--- src/rtl/kbd_pkg.sv ---
// Shared constants for the PS/2 key tracker: scan codes, key indices,
// event layout, frame-state encoding and the key-table lookup.
package kbd_pkg;

  localparam logic [7:0] SC_E0    = 8'hE0;
  localparam logic [7:0] SC_F0    = 8'hF0;
  localparam logic [7:0] SC_UP    = 8'h75;
  localparam logic [7:0] SC_DOWN  = 8'h72;
  localparam logic [7:0] SC_LEFT  = 8'h6B;
  localparam logic [7:0] SC_RIGHT = 8'h74;
  localparam logic [7:0] SC_SPACE = 8'h29;
  localparam logic [7:0] SC_ESC   = 8'h76;
  localparam logic [7:0] SC_ENTER = 8'h5A;
  localparam logic [7:0] SC_P     = 8'h4D;

  localparam logic [2:0] KEY_UP    = 3'd0;
  localparam logic [2:0] KEY_DOWN  = 3'd1;
  localparam logic [2:0] KEY_LEFT  = 3'd2;
  localparam logic [2:0] KEY_RIGHT = 3'd3;
  localparam logic [2:0] KEY_SPACE = 3'd4;
  localparam logic [2:0] KEY_ESC   = 3'd5;
  localparam logic [2:0] KEY_ENTER = 3'd6;
  localparam logic [2:0] KEY_P     = 3'd7;

  localparam int EVT_W = 4;

  typedef enum logic [1:0] {
    FR_IDLE,
    FR_DATA,
    FR_PARITY,
    FR_STOP
  } frame_state_e;

  typedef struct packed {
    logic [2:0] key;
    logic       make;
  } kbd_evt_t;

  // Returns {hit, index}; arrows need the E0 prefix, the rest must lack it.
  function automatic logic [3:0] kbd_lookup(
    input logic       ext,
    input logic [7:0] code
  );
    logic [3:0] r;
    r = '0;
    if (ext) begin
      case (code)
        SC_UP:    r = {1'b1, KEY_UP};
        SC_DOWN:  r = {1'b1, KEY_DOWN};
        SC_LEFT:  r = {1'b1, KEY_LEFT};
        SC_RIGHT: r = {1'b1, KEY_RIGHT};
        default:  r = '0;
      endcase
    end else begin
      case (code)
        SC_SPACE: r = {1'b1, KEY_SPACE};
        SC_ESC:   r = {1'b1, KEY_ESC};
        SC_ENTER: r = {1'b1, KEY_ENTER};
        SC_P:     r = {1'b1, KEY_P};
        default:  r = '0;
      endcase
    end
    return r;
  endfunction

endpackage

--- src/rtl/ps2_rx_frame.sv ---
// PS/2 frame receiver: input synchroniser, falling-edge detect,
// start/data/parity/stop FSM and inter-edge timeout.
module ps2_rx_frame
  import kbd_pkg::*;
#(
  parameter int SYNC_STAGES    = 2,
  parameter int TIMEOUT_CYCLES = 100000
) (
  input  logic       clk_i,
  input  logic       rst_ni,
  input  logic       ps2_clk_i,
  input  logic       ps2_data_i,
  output logic [7:0] byte_o,
  output logic       strobe_o,
  output logic       err_o
);

  localparam int TW = $clog2(TIMEOUT_CYCLES + 1);
  localparam logic [TW-1:0] TMR_MAX = TW'(TIMEOUT_CYCLES - 1);

  logic [SYNC_STAGES-1:0] clk_sync_q;
  logic [SYNC_STAGES-1:0] dat_sync_q;
  logic                   clk_prev_q;
  logic                   fall;
  logic                   sdat;
  logic                   timeout;

  frame_state_e state_q, state_d;
  logic [7:0]   shift_q, shift_d;
  logic [2:0]   cnt_q, cnt_d;
  logic [TW-1:0] tmr_q, tmr_d;
  logic         strobe_q, strobe_d;
  logic         err_q, err_d;

  assign fall = clk_prev_q & ~clk_sync_q[SYNC_STAGES-1];
  assign sdat = dat_sync_q[SYNC_STAGES-1];

  assign timeout = (state_q != FR_IDLE) && !fall
                && (tmr_q == TMR_MAX);

  always_comb begin
    tmr_d = tmr_q + 1'b1;
    if (state_q == FR_IDLE || fall || timeout) tmr_d = '0;
  end

  always_comb begin
    state_d  = state_q;
    shift_d  = shift_q;
    cnt_d    = cnt_q;
    strobe_d = 1'b0;
    err_d    = 1'b0;
    if (timeout) begin
      state_d = FR_IDLE;
      err_d   = 1'b1;
    end else if (fall) begin
      case (state_q)
        FR_IDLE: begin
          if (!sdat) begin
            state_d = FR_DATA;
            cnt_d   = '0;
          end
        end
        FR_DATA: begin
          shift_d = {sdat, shift_q[7:1]};
          cnt_d   = cnt_q + 1'b1;
          if (cnt_q == 3'd7) state_d = FR_PARITY;
        end
        FR_PARITY: begin
          if (^{shift_q, sdat}) begin
            state_d = FR_STOP;
          end else begin
            state_d = FR_IDLE;
            err_d   = 1'b1;
          end
        end
        FR_STOP: begin
          state_d = FR_IDLE;
          if (sdat) strobe_d = 1'b1;
          else      err_d    = 1'b1;
        end
        default: state_d = FR_IDLE;
      endcase
    end
  end

  // Lines idle high, so the synchroniser resets to 1 to avoid a false edge.
  always_ff @(posedge clk_i or negedge rst_ni) begin
    if (!rst_ni) begin
      clk_sync_q <= '1;
      dat_sync_q <= '1;
      clk_prev_q <= 1'b1;
      state_q    <= FR_IDLE;
      shift_q    <= '0;
      cnt_q      <= '0;
      tmr_q      <= '0;
      strobe_q   <= 1'b0;
      err_q      <= 1'b0;
    end else begin
      clk_sync_q <= {clk_sync_q[SYNC_STAGES-2:0], ps2_clk_i};
      dat_sync_q <= {dat_sync_q[SYNC_STAGES-2:0], ps2_data_i};
      clk_prev_q <= clk_sync_q[SYNC_STAGES-1];
      state_q    <= state_d;
      shift_q    <= shift_d;
      cnt_q      <= cnt_d;
      tmr_q      <= tmr_d;
      strobe_q   <= strobe_d;
      err_q      <= err_d;
    end
  end

  assign byte_o   = shift_q;
  assign strobe_o = strobe_q;
  assign err_o    = err_q;

endmodule

--- src/rtl/ps2_key_tracker.sv ---
// PS/2 key tracker: make/break/E0 assembly, held-key bitmap, event buffer.
// Define KBD_EVT_FIFO_EN for a FIFO_DEPTH-entry FWFT event FIFO.
module ps2_key_tracker
  import kbd_pkg::*;
#(
  parameter int NUM_KEYS       = 8,
  parameter int SYNC_STAGES    = 2,
  parameter int TIMEOUT_CYCLES = 100000,
  parameter int FIFO_DEPTH     = 4
) (
  input  logic                CLK,
  input  logic                rst_n,
  input  logic                PS2_CLK,
  input  logic                PS2_DATA,
  output logic [NUM_KEYS-1:0] key_down,
  output logic                evt_valid,
  input  logic                evt_ready,
  output logic [2:0]          evt_key,
  output logic                evt_make,
  output logic                frame_err,
  output logic                overflow
);

  logic [7:0] rx_byte;
  logic       rx_strobe;
  logic       rx_err;

  ps2_rx_frame #(
    .SYNC_STAGES   (SYNC_STAGES),
    .TIMEOUT_CYCLES(TIMEOUT_CYCLES)
  ) u_rx (
    .clk_i     (CLK),
    .rst_ni    (rst_n),
    .ps2_clk_i (PS2_CLK),
    .ps2_data_i(PS2_DATA),
    .byte_o    (rx_byte),
    .strobe_o  (rx_strobe),
    .err_o     (rx_err)
  );

  logic                ext_q, ext_d;
  logic                brk_q, brk_d;
  logic [NUM_KEYS-1:0] down_q, down_d;
  logic [3:0]          lk;
  logic                push;
  kbd_evt_t            push_evt;
  logic                pop;
  logic                accept;
  logic                ovf_q;
  kbd_evt_t            head;

  assign lk = kbd_lookup(ext_q, rx_byte);

  always_comb begin
    ext_d    = ext_q;
    brk_d    = brk_q;
    down_d   = down_q;
    push     = 1'b0;
    push_evt = '0;
    if (rx_err) begin
      ext_d = 1'b0;
      brk_d = 1'b0;
    end else if (rx_strobe) begin
      if (rx_byte == SC_E0) begin
        ext_d = 1'b1;
      end else if (rx_byte == SC_F0) begin
        brk_d = 1'b1;
      end else begin
        ext_d = 1'b0;
        brk_d = 1'b0;
        for (int i = 0; i < NUM_KEYS; i++) begin
          if (lk[3] && lk[2:0] == 3'(i)) begin
            if (brk_q && down_q[i]) begin
              down_d[i] = 1'b0;
              push      = 1'b1;
              push_evt  = '{key: lk[2:0], make: 1'b0};
            end else if (!brk_q && !down_q[i]) begin
              down_d[i] = 1'b1;
              push      = 1'b1;
              push_evt  = '{key: lk[2:0], make: 1'b1};
            end
          end
        end
      end
    end
  end

  always_ff @(posedge CLK or negedge rst_n) begin
    if (!rst_n) begin
      ext_q  <= 1'b0;
      brk_q  <= 1'b0;
      down_q <= '0;
      ovf_q  <= 1'b0;
    end else begin
      ext_q  <= ext_d;
      brk_q  <= brk_d;
      down_q <= down_d;
      ovf_q  <= push && !accept;
    end
  end

`ifdef KBD_EVT_FIFO_EN
  localparam int AW = $clog2(FIFO_DEPTH);

  kbd_evt_t  mem_q [FIFO_DEPTH];
  logic [AW:0] wp_q, rp_q;
  logic      empty;
  logic      full;

  assign empty  = (wp_q == rp_q);
  assign full   = (wp_q[AW] != rp_q[AW])
               && (wp_q[AW-1:0] == rp_q[AW-1:0]);
  assign pop    = !empty && evt_ready;
  assign accept = push && (!full || pop);
  assign head   = empty ? '0 : mem_q[rp_q[AW-1:0]];

  always_ff @(posedge CLK or negedge rst_n) begin
    if (!rst_n) begin
      wp_q <= '0;
      rp_q <= '0;
    end else begin
      if (accept) wp_q <= wp_q + 1'b1;
      if (pop)    rp_q <= rp_q + 1'b1;
    end
  end

  always_ff @(posedge CLK) begin
    if (accept) mem_q[wp_q[AW-1:0]] <= push_evt;
  end

  assign evt_valid = !empty;
`else
  kbd_evt_t evt_q;
  logic     vld_q;

  assign pop    = vld_q && evt_ready;
  assign accept = push && (!vld_q || pop);
  assign head   = evt_q;

  always_ff @(posedge CLK or negedge rst_n) begin
    if (!rst_n) begin
      evt_q <= '0;
      vld_q <= 1'b0;
    end else if (accept) begin
      evt_q <= push_evt;
      vld_q <= 1'b1;
    end else if (pop) begin
      vld_q <= 1'b0;
    end
  end

  assign evt_valid = vld_q;
`endif

  assign key_down  = down_q;
  assign evt_key   = head.key;
  assign evt_make  = head.make;
  assign frame_err = rx_err;
  assign overflow  = ovf_q;

endmodule

--- config.mk ---
export PLATFORM = sky130hd
export DESIGN_NAME = ps2_key_tracker
export DESIGN_NICKNAME = d
export VERILOG_FILES = /design/src/rtl/kbd_pkg.sv /design/src/rtl/ps2_rx_frame.sv /design/src/rtl/ps2_key_tracker.sv
export SDC_FILE = /design/constraint.sdc
export NUM_CORES = 1
export LEC_CHECK = 0
export BUFFER_PORTS_ARGS = -buffer_cell sky130_fd_sc_hd__buf_2
export CORE_ASPECT_RATIO = 0.9
export CORE_UTILIZATION = 45
export CTS_BUF_LIST = sky130_fd_sc_hd__clkbuf_8
export CTS_CLUSTER_SIZE = 14
export DETAILED_ROUTE_END_ITERATION = 16
export PLACE_DENSITY = 0.67
export SYNTH_ARGS = -nofsm -noshare
export SYNTH_HDL_FRONTEND = slang
export SYNTH_SLANG_ARGS = --single-unit
--- constraint.sdc ---
create_clock -name CLK -period 2.3 [get_ports CLK]
set_input_delay 0.23 -clock CLK [delete_from_list [all_inputs] [get_ports CLK]]
set_output_delay 0.23 -clock CLK [all_outputs]
set_load 0.01 [all_outputs]
# [Word-level counts from Yosys, hierarchy flattened]
# Index checks and enable logic that the tools add are counted.
[totals] inputBits=5 ff_bits=53 elab_cells=242 out_inout_bits=15
[op_classes] muxes=111 n_eq_ne=27 n_reduce_logical=73 n_addsub=2 n_bitwise=6
[ops] cell="$mux W4" count=33
[ops] cell="$mux W1" count=66
[ops] cell="$eq A8 B7 Y1 const B" count=7
[ops] cell="$reduce_and A6 Y1" count=8
[ops] cell="$pmux W4 S4" count=2
[ops] cell="$logic_and A1 B1 Y1" count=29
[ops] cell="$reduce_bool A2 Y1" count=13
[ops] cell="$add A17 B1 Y17 const B" count=1
[ops] cell="$eq A17 B17 Y1 const B" count=1
[ops] cell="$mux W17" count=1
[ops] cell="$eq A8 B8 Y1 const B" count=2
[ops] cell="$eq A3 B3 Y1 const B" count=5
[ops] cell="$logic_not A1 Y1" count=12
[ops] cell="$mux W2" count=5
[ops] cell="$reduce_xor A9 Y1" count=1
[ops] cell="$eq A8 B6 Y1 const B" count=1
[ops] cell="$pmux W2 S4" count=1
[ops] cell="$eq A3 B2 Y1 const B" count=2
[ops] cell="$pmux W3 S2" count=1
[ops] cell="$reduce_and A3 Y1" count=2
[ops] cell="$not A1 Y1" count=5
[ops] cell="$eq A2 B2 Y1 const B" count=2
[ops] cell="$reduce_and A2 Y1" count=2
[ops] cell="$reduce_and A4 Y1" count=1
[ops] cell="other kinds (14)" count=16

# [Logic depth before layout (Yosys ltp)]
[depth] depth_word=38 mapped_depth=9 ltp_nobuf=9

# [Hierarchy]
# From an unflattened synthesis, not the netlist that was laid out.
[unflattened] hier_cells=305 area_unflattened_um2=3284.4
[modules_own_cells] module="ps2_rx_frame" area_each_um2=1762.9 seq_area_each_um2=932.1 n_inst=1 cells_each=150
[modules_own_cells] module="ps2_key_tracker" area_each_um2=1521.5 seq_area_each_um2=400.4 n_inst=1 cells_each=155

# [Worst setup path before layout]
# OpenSTA, ideal clock, no wires.
[synth_path] path_type="register -> register" from="register u_rx.shift_q[4] (netlist: u_rx.byte_o[4])" to="register evt_q, in the netlist evt_key[0]" setup_time_ns=0.125 path_stages_with_launch=9 n_path_buf=1 arrival_time_ns=2.086 slack_ns=0.089 t_required_ns=2.175 synth_period_minus_slack_ns=2.211 cell_sequence="dfrtp_1 > buf_6 > and4bb_4 > o2111ai_4 > o21a_1 > o32ai_4 > o31ai_2 > nor2b_2 > mux2_4"
[synth_between] elab_chain_cells=36 elab_cells_between_ends=92 classes_between="17 x eq/ne; 65 x mux; 10 x reduce/logical"
[synth_lines] item="from (decl)" line_no="ps2_rx_frame.sv:29" rtl="logic [7:0] shift_q, shift_d;"
[synth_lines] item="from (signal assigned)" line_no="ps2_rx_frame.sv:103" rtl="shift_q <= shift_d;"
[synth_lines] item="$eq A8 B7 Y1 (tied with other cells)" line_no="kbd_pkg.sv:55" rtl="case (code)"
[synth_lines] item="$pmux W4 S4 (on tied branches)" line_no="kbd_pkg.sv:55, kbd_pkg.sv:47"
[synth_lines] item="$mux W4" line_no="kbd_pkg.sv:46" rtl="if (ext) begin"
[synth_lines] item="$logic_not A3 Y1" line_no="ps2_key_tracker.sv:72" rtl="if (lk[3] && lk[2:0] == 3'(i)) begin"
[synth_lines] item="$logic_and A1 B1 Y1" line_no="ps2_key_tracker.sv:72"
[synth_lines] item="$mux W1" line_no="ps2_key_tracker.sv:72"
[synth_lines] item="$mux W1" line_no="ps2_key_tracker.sv:77" rtl="end else if (!brk_q && !down_q[i]) begin"
[synth_lines] item="$mux W1" line_no="ps2_key_tracker.sv:73" rtl="if (brk_q && down_q[i]) begin"
[synth_lines] item="[20 not listed]"
[synth_lines] item="$mux W1" line_no="ps2_key_tracker.sv:77"
[synth_lines] item="$mux W1" line_no="ps2_key_tracker.sv:73"
[synth_lines] item="$mux W1" line_no="ps2_key_tracker.sv:72"
[synth_lines] item="$mux W1" line_no="ps2_key_tracker.sv:66" rtl="end else if (rx_byte == SC_F0) begin"
[synth_lines] item="$mux W1" line_no="ps2_key_tracker.sv:64" rtl="if (rx_byte == SC_E0) begin"
[synth_lines] item="$mux W1" line_no="ps2_key_tracker.sv:63" rtl="end else if (rx_strobe) begin"
[synth_lines] item="$mux W1" line_no="ps2_key_tracker.sv:60" rtl="if (rx_err) begin"
[synth_lines] item="$logic_and A1 B1 Y1" line_no="ps2_key_tracker.sv:137" rtl="assign accept = push && (!vld_q || pop);"
[synth_lines] item="to (signal assigned)" line_no="ps2_key_tracker.sv:145" rtl="evt_q <= push_evt;"
[synth_lines] item="to (decl)" line_no="ps2_key_tracker.sv:133" rtl="kbd_evt_t evt_q;"
# Several ways; a longest one is shown, not always the timed one. The select of a mux whose other input is x is not followed.
# A chain may end at the register's enable or synchronous reset.

# [Final worst setup path]
[layout_path] from="register u_rx.shift_q[2] (netlist: u_rx.byte_o[2])" to="register evt_q, in the netlist evt_key[2]"
# Same word-level chain as after synthesis.

==> metrics.md <==
| Metric | Value |
|---|---|
| Run status | finished clean |
| Global-route wire length before repair | 10,600 um |
| Async S/R FF share, synth | 100% |
| Crit-path max FO | 7 |
| Sequential-to-total area share from yosys stat | 42.1% |
| Number of failing setup endpoints in the final timing report | 0 |
| RSZ-0062 raised after global routing | yes |
| Post-route clock skew | 0.00516 ns |
| Effective utilization at floorplan | 47.3% |
| Hold Startpoint | evt_ready |
| Top cell type's share of synthesized area | 37.9% |
| Clk_lat worst skew | 0.31 ns |
| Diodes inserted | 0 |
| Leakage power total | 1.69 nW |
| Cell count after placement | 416 |
| Type of destination of the critical path | register |
| Mean number of vias per cell | 5.35 |
| Maximum operating frequency | 444 MHz |
| Post-route antenna net violation count | 0 |
| Arrival @ worst endpoint | 2.45 ns |
| Transition time of the tightest slew-check pin | 0.611 ns |
| Total GRT Usage | 18.2% |
| Total CTS buffers | 5 |
| Syn Nets | 328 |
| Cell count after synthesis | 304 |
| Sequential standard cell area | 1340 um2 |
| Top post-synthesis cells by area | sky130_fd_sc_hd__dfrtp_1 (38%), sky130_fd_sc_hd__ha_1 (7.5%), sky130_fd_sc_hd__dfstp_2 (4.1%), sky130_fd_sc_hd__nor2_1 (4.1%), sky130_fd_sc_hd__xor2_1 (3.3%) |
| Most used DFF post-synth | sky130_fd_sc_hd__dfrtp_1 |
| IO buf count | 19 |
| Global placement routability congestion | 0.847 |
| Synth-to-Final Area Change | 16.1% |
| Routed length per instance | 14.9 um |
| List of most frequent post-synthesis cells | sky130_fd_sc_hd__dfrtp_1 (48), sky130_fd_sc_hd__nor2_1 (35), sky130_fd_sc_hd__ha_1 (19), sky130_fd_sc_hd__nand2_1 (19), sky130_fd_sc_hd__inv_1 (15) |
| Start point of the critical path | u_rx.byte_o[2] |
| Detailed-route via count | 2,315 |
| Share of post-route cells with drive strength above 1 | 25.4% |
| Multi-input gate area | 1760 um2 |
| Clock Pin Slew Worst Setup and Hold Paths | 0.10 ns |
| Fin cells | 433 |
| Most repeated cell in the gate-level netlist after synthesis | sky130_fd_sc_hd__dfrtp_1 |
| Total Nets Final | 366 |
| # Max-Cap Violations | 0 |
| Final routed wirelength across all metal layers | 6470 um |
| Row count | 28 |
| Number of placed I/O pins | 20 |
| H-tree Lvls | 2 |
| Minimum clock period after layout | 2.25 ns |
| Fin. max-slew vios | 0 |
| Combined area of all synthesized cells | 3170 um2 |
| Maximum number of pins on one net before global-route repair | 32 |
| Critical path start-end classification | register to register |
| Type of the worst min-delay path | primary input to register |
| Type of element launching the critical path | register |
| Required @ worst endpoint | 2.50 ns |
| Floorplan core area | 6690 um2 |
| Number of antenna violations at the first check in global routing | 0 |
| Number of hold violations in the final report | 0 |
| DR DRC count | 0 |
| Detailed router's first-iteration violation count | 127 |
| DIE HEIGHT | 81.6 um |
| Number of flops mapped to enable cells by yosys | 0 |
| Placed wire-length estimate | 4600 um |
| Launch instance of the worst register-to-register path | u_rx.byte_o[2] |
| Buffer type at the clock tree root | sky130_fd_sc_hd__clkbuf_8 |
| Die footprint | 7380 um2 |
| Overflow left after global routing | 0 |
| P per Cell Area | 664 nW/um2 |
| Syn Area/Cell | 10.4 um2 |
| Clock tree buffer depth | 2 |
| Period utilization | 97.9% |
| Distinct cells, synth | 65 |
| FF+latch count, synth | 53 |
| Number of iterations in the first detailed-routing pass | 4 |
| Synth area leader | sky130_fd_sc_hd__dfrtp_1 |
| Peak VDD IR | 0.000551 V |
| Fillers | 596 |
| CTS Sinks | 53 |
| Via count of the first global-routing pass | 2,178 |
| Total chip power | 2.44 mW |
| Floorplan die width | 90.4 um |
| CTS tree | done |
| YS warnings | 0 |
| Worst rel slew slack | 58.8% |
-- per-stage QoR --
stage / util [%] / area (um2) / worst slack [ns] / hold WS [ns] / TNS (ns)
after global placement: 51.3 / 3430 / 0.0444 / 0.245 / 0
after floorplan: - / 3170 / 0.0894 / -0.0656 / 0
after global routing: 55.0 / 3680 / -0.0512 / 0.296 / -0.126
final: 55.0 / 3680 / 0.0485 / 0.265 / 0
after detailed placement: 51.3 / 3430 / 0.00238 / 0.259 / 0
after CTS: 53.3 / 3570 / 0.00366 / 0.00617 / 0
-- flip-flops by register name (all words and copies together), names as in the netlist, 2 cells and up --
register / count
evt_key: 3
u_rx.tmr_q: 17
u_rx.dat_sync_q: 2
key_down: 8
u_rx.state_q: 2
u_rx.byte_o: 8
u_rx.cnt_q: 3
u_rx.clk_sync_q: 2
-- per-layer routing --
metal / vias to the layer above / part of all wire [%] / GRT usage [%]
met1: 1118 / 51 / 25.6
met4: 0 / 0.79 / 3.39
li1: 1155 / - / -
met2: 36 / 45 / 29.6
met3: 6 / 3.0 / 3.61
met5: - / 0 / 0
-- path summary, 6_finish.rpt --
kind | to | slack [ns] | cells after the start
min | overflow | 0.26 | 3
min reg2reg | u_rx.clk_sync_q[1] | 0.36 | 0
max | evt_key[2] | 0.05 | 7
min in group asynchronous | overflow | 0.44 | 2
max reg2reg | evt_key[2] | 0.05 | 7
max in group asynchronous | u_rx.dat_sync_q[0] | 1.23 | 3
-- cells in the final DEF (no fill, tap or decap), types with 3 or more instances in the layout --
master,instances
sky130_fd_sc_hd__dfrtp_2,4
sky130_fd_sc_hd__nand2_1,19
sky130_fd_sc_hd__inv_1,16
sky130_fd_sc_hd__o31ai_1,4
sky130_fd_sc_hd__xnor2_1,10
sky130_fd_sc_hd__dlygate4sd3_1,3
sky130_fd_sc_hd__ha_1,19
sky130_fd_sc_hd__nand2b_1,5
sky130_fd_sc_hd__dfstp_2,5
sky130_fd_sc_hd__a22o_1,6
sky130_fd_sc_hd__nor2b_1,3
sky130_fd_sc_hd__clkbuf_8,5
sky130_fd_sc_hd__nor2_1,35
sky130_fd_sc_hd__nor3_1,7
sky130_fd_sc_hd__nand4_1,3
sky130_fd_sc_hd__a21oi_1,6
sky130_fd_sc_hd__and3_1,6
sky130_fd_sc_hd__buf_2,19
sky130_fd_sc_hd__mux2i_1,6
sky130_fd_sc_hd__mux2_2,8
sky130_fd_sc_hd__nand3_1,12
sky130_fd_sc_hd__buf_4,17
sky130_fd_sc_hd__o21ai_0,11
sky130_fd_sc_hd__dfrtp_1,44
sky130_fd_sc_hd__xor2_1,12
-- final cells by class --
cell class | instances | share of cell area [%]
clock buffers | 5 | 1.87
inverters | 15 | 1.53
flip-flops and latches | 53 | 36.4
well taps | 90 | 3.06
repair buffers | 43 | 8.23
clock inverters | 3 | 1.16
multi-input cells | 224 | 47.8
-- cell families (layout without fill, tap and decap cells) --
| family | after synthesis | in the layout | share of synthesized area (%) |
|---|---|---|---|
| buf+inv | 27 | 66 | 3.99 |
| xor+xnor | 22 | 22 | 6.08 |
| simple gates | 122 | 122 | 22.0 |
| fa+ha+maj | 19 | 19 | 7.50 |
| flops | 53 | 53 | 42.1 |
| mux | 16 | 16 | 5.57 |
| compound gates | 45 | 45 | 12.8 |
-- critical path: stages, from the launching register on --
cell,delay [ns]
sky130_fd_sc_hd__dfrtp_2,0.47
sky130_fd_sc_hd__buf_12,0.15
sky130_fd_sc_hd__xor2_1,0.17
sky130_fd_sc_hd__and3_4,0.19
sky130_fd_sc_hd__o31ai_1,0.25
sky130_fd_sc_hd__o22ai_2,0.17
sky130_fd_sc_hd__o311ai_4,0.37
sky130_fd_sc_hd__mux2_1,0.37
-- report_power, final --
group	total [mW]	switching (mW)	internal (mW)	leakage (nW)
logic	0.676	0.339	0.337	0.920
clock network	0.642	0.319	0.323	0.0595
registers	1.12	0.108	1.02	0.707
total	2.44	0.766	1.68	1.69
-- timing repair --
action                     in CTS  in global routing
setup endpoints to repair       2                  4
setup buffers                   0                  6
pin swaps                       0                  2
gates resized for setup         3                  9
hold endpoints to repair       22                  2
gates cloned                    0                  0
hold buffers                    1                  2
(Power assumes the default switching activity.)
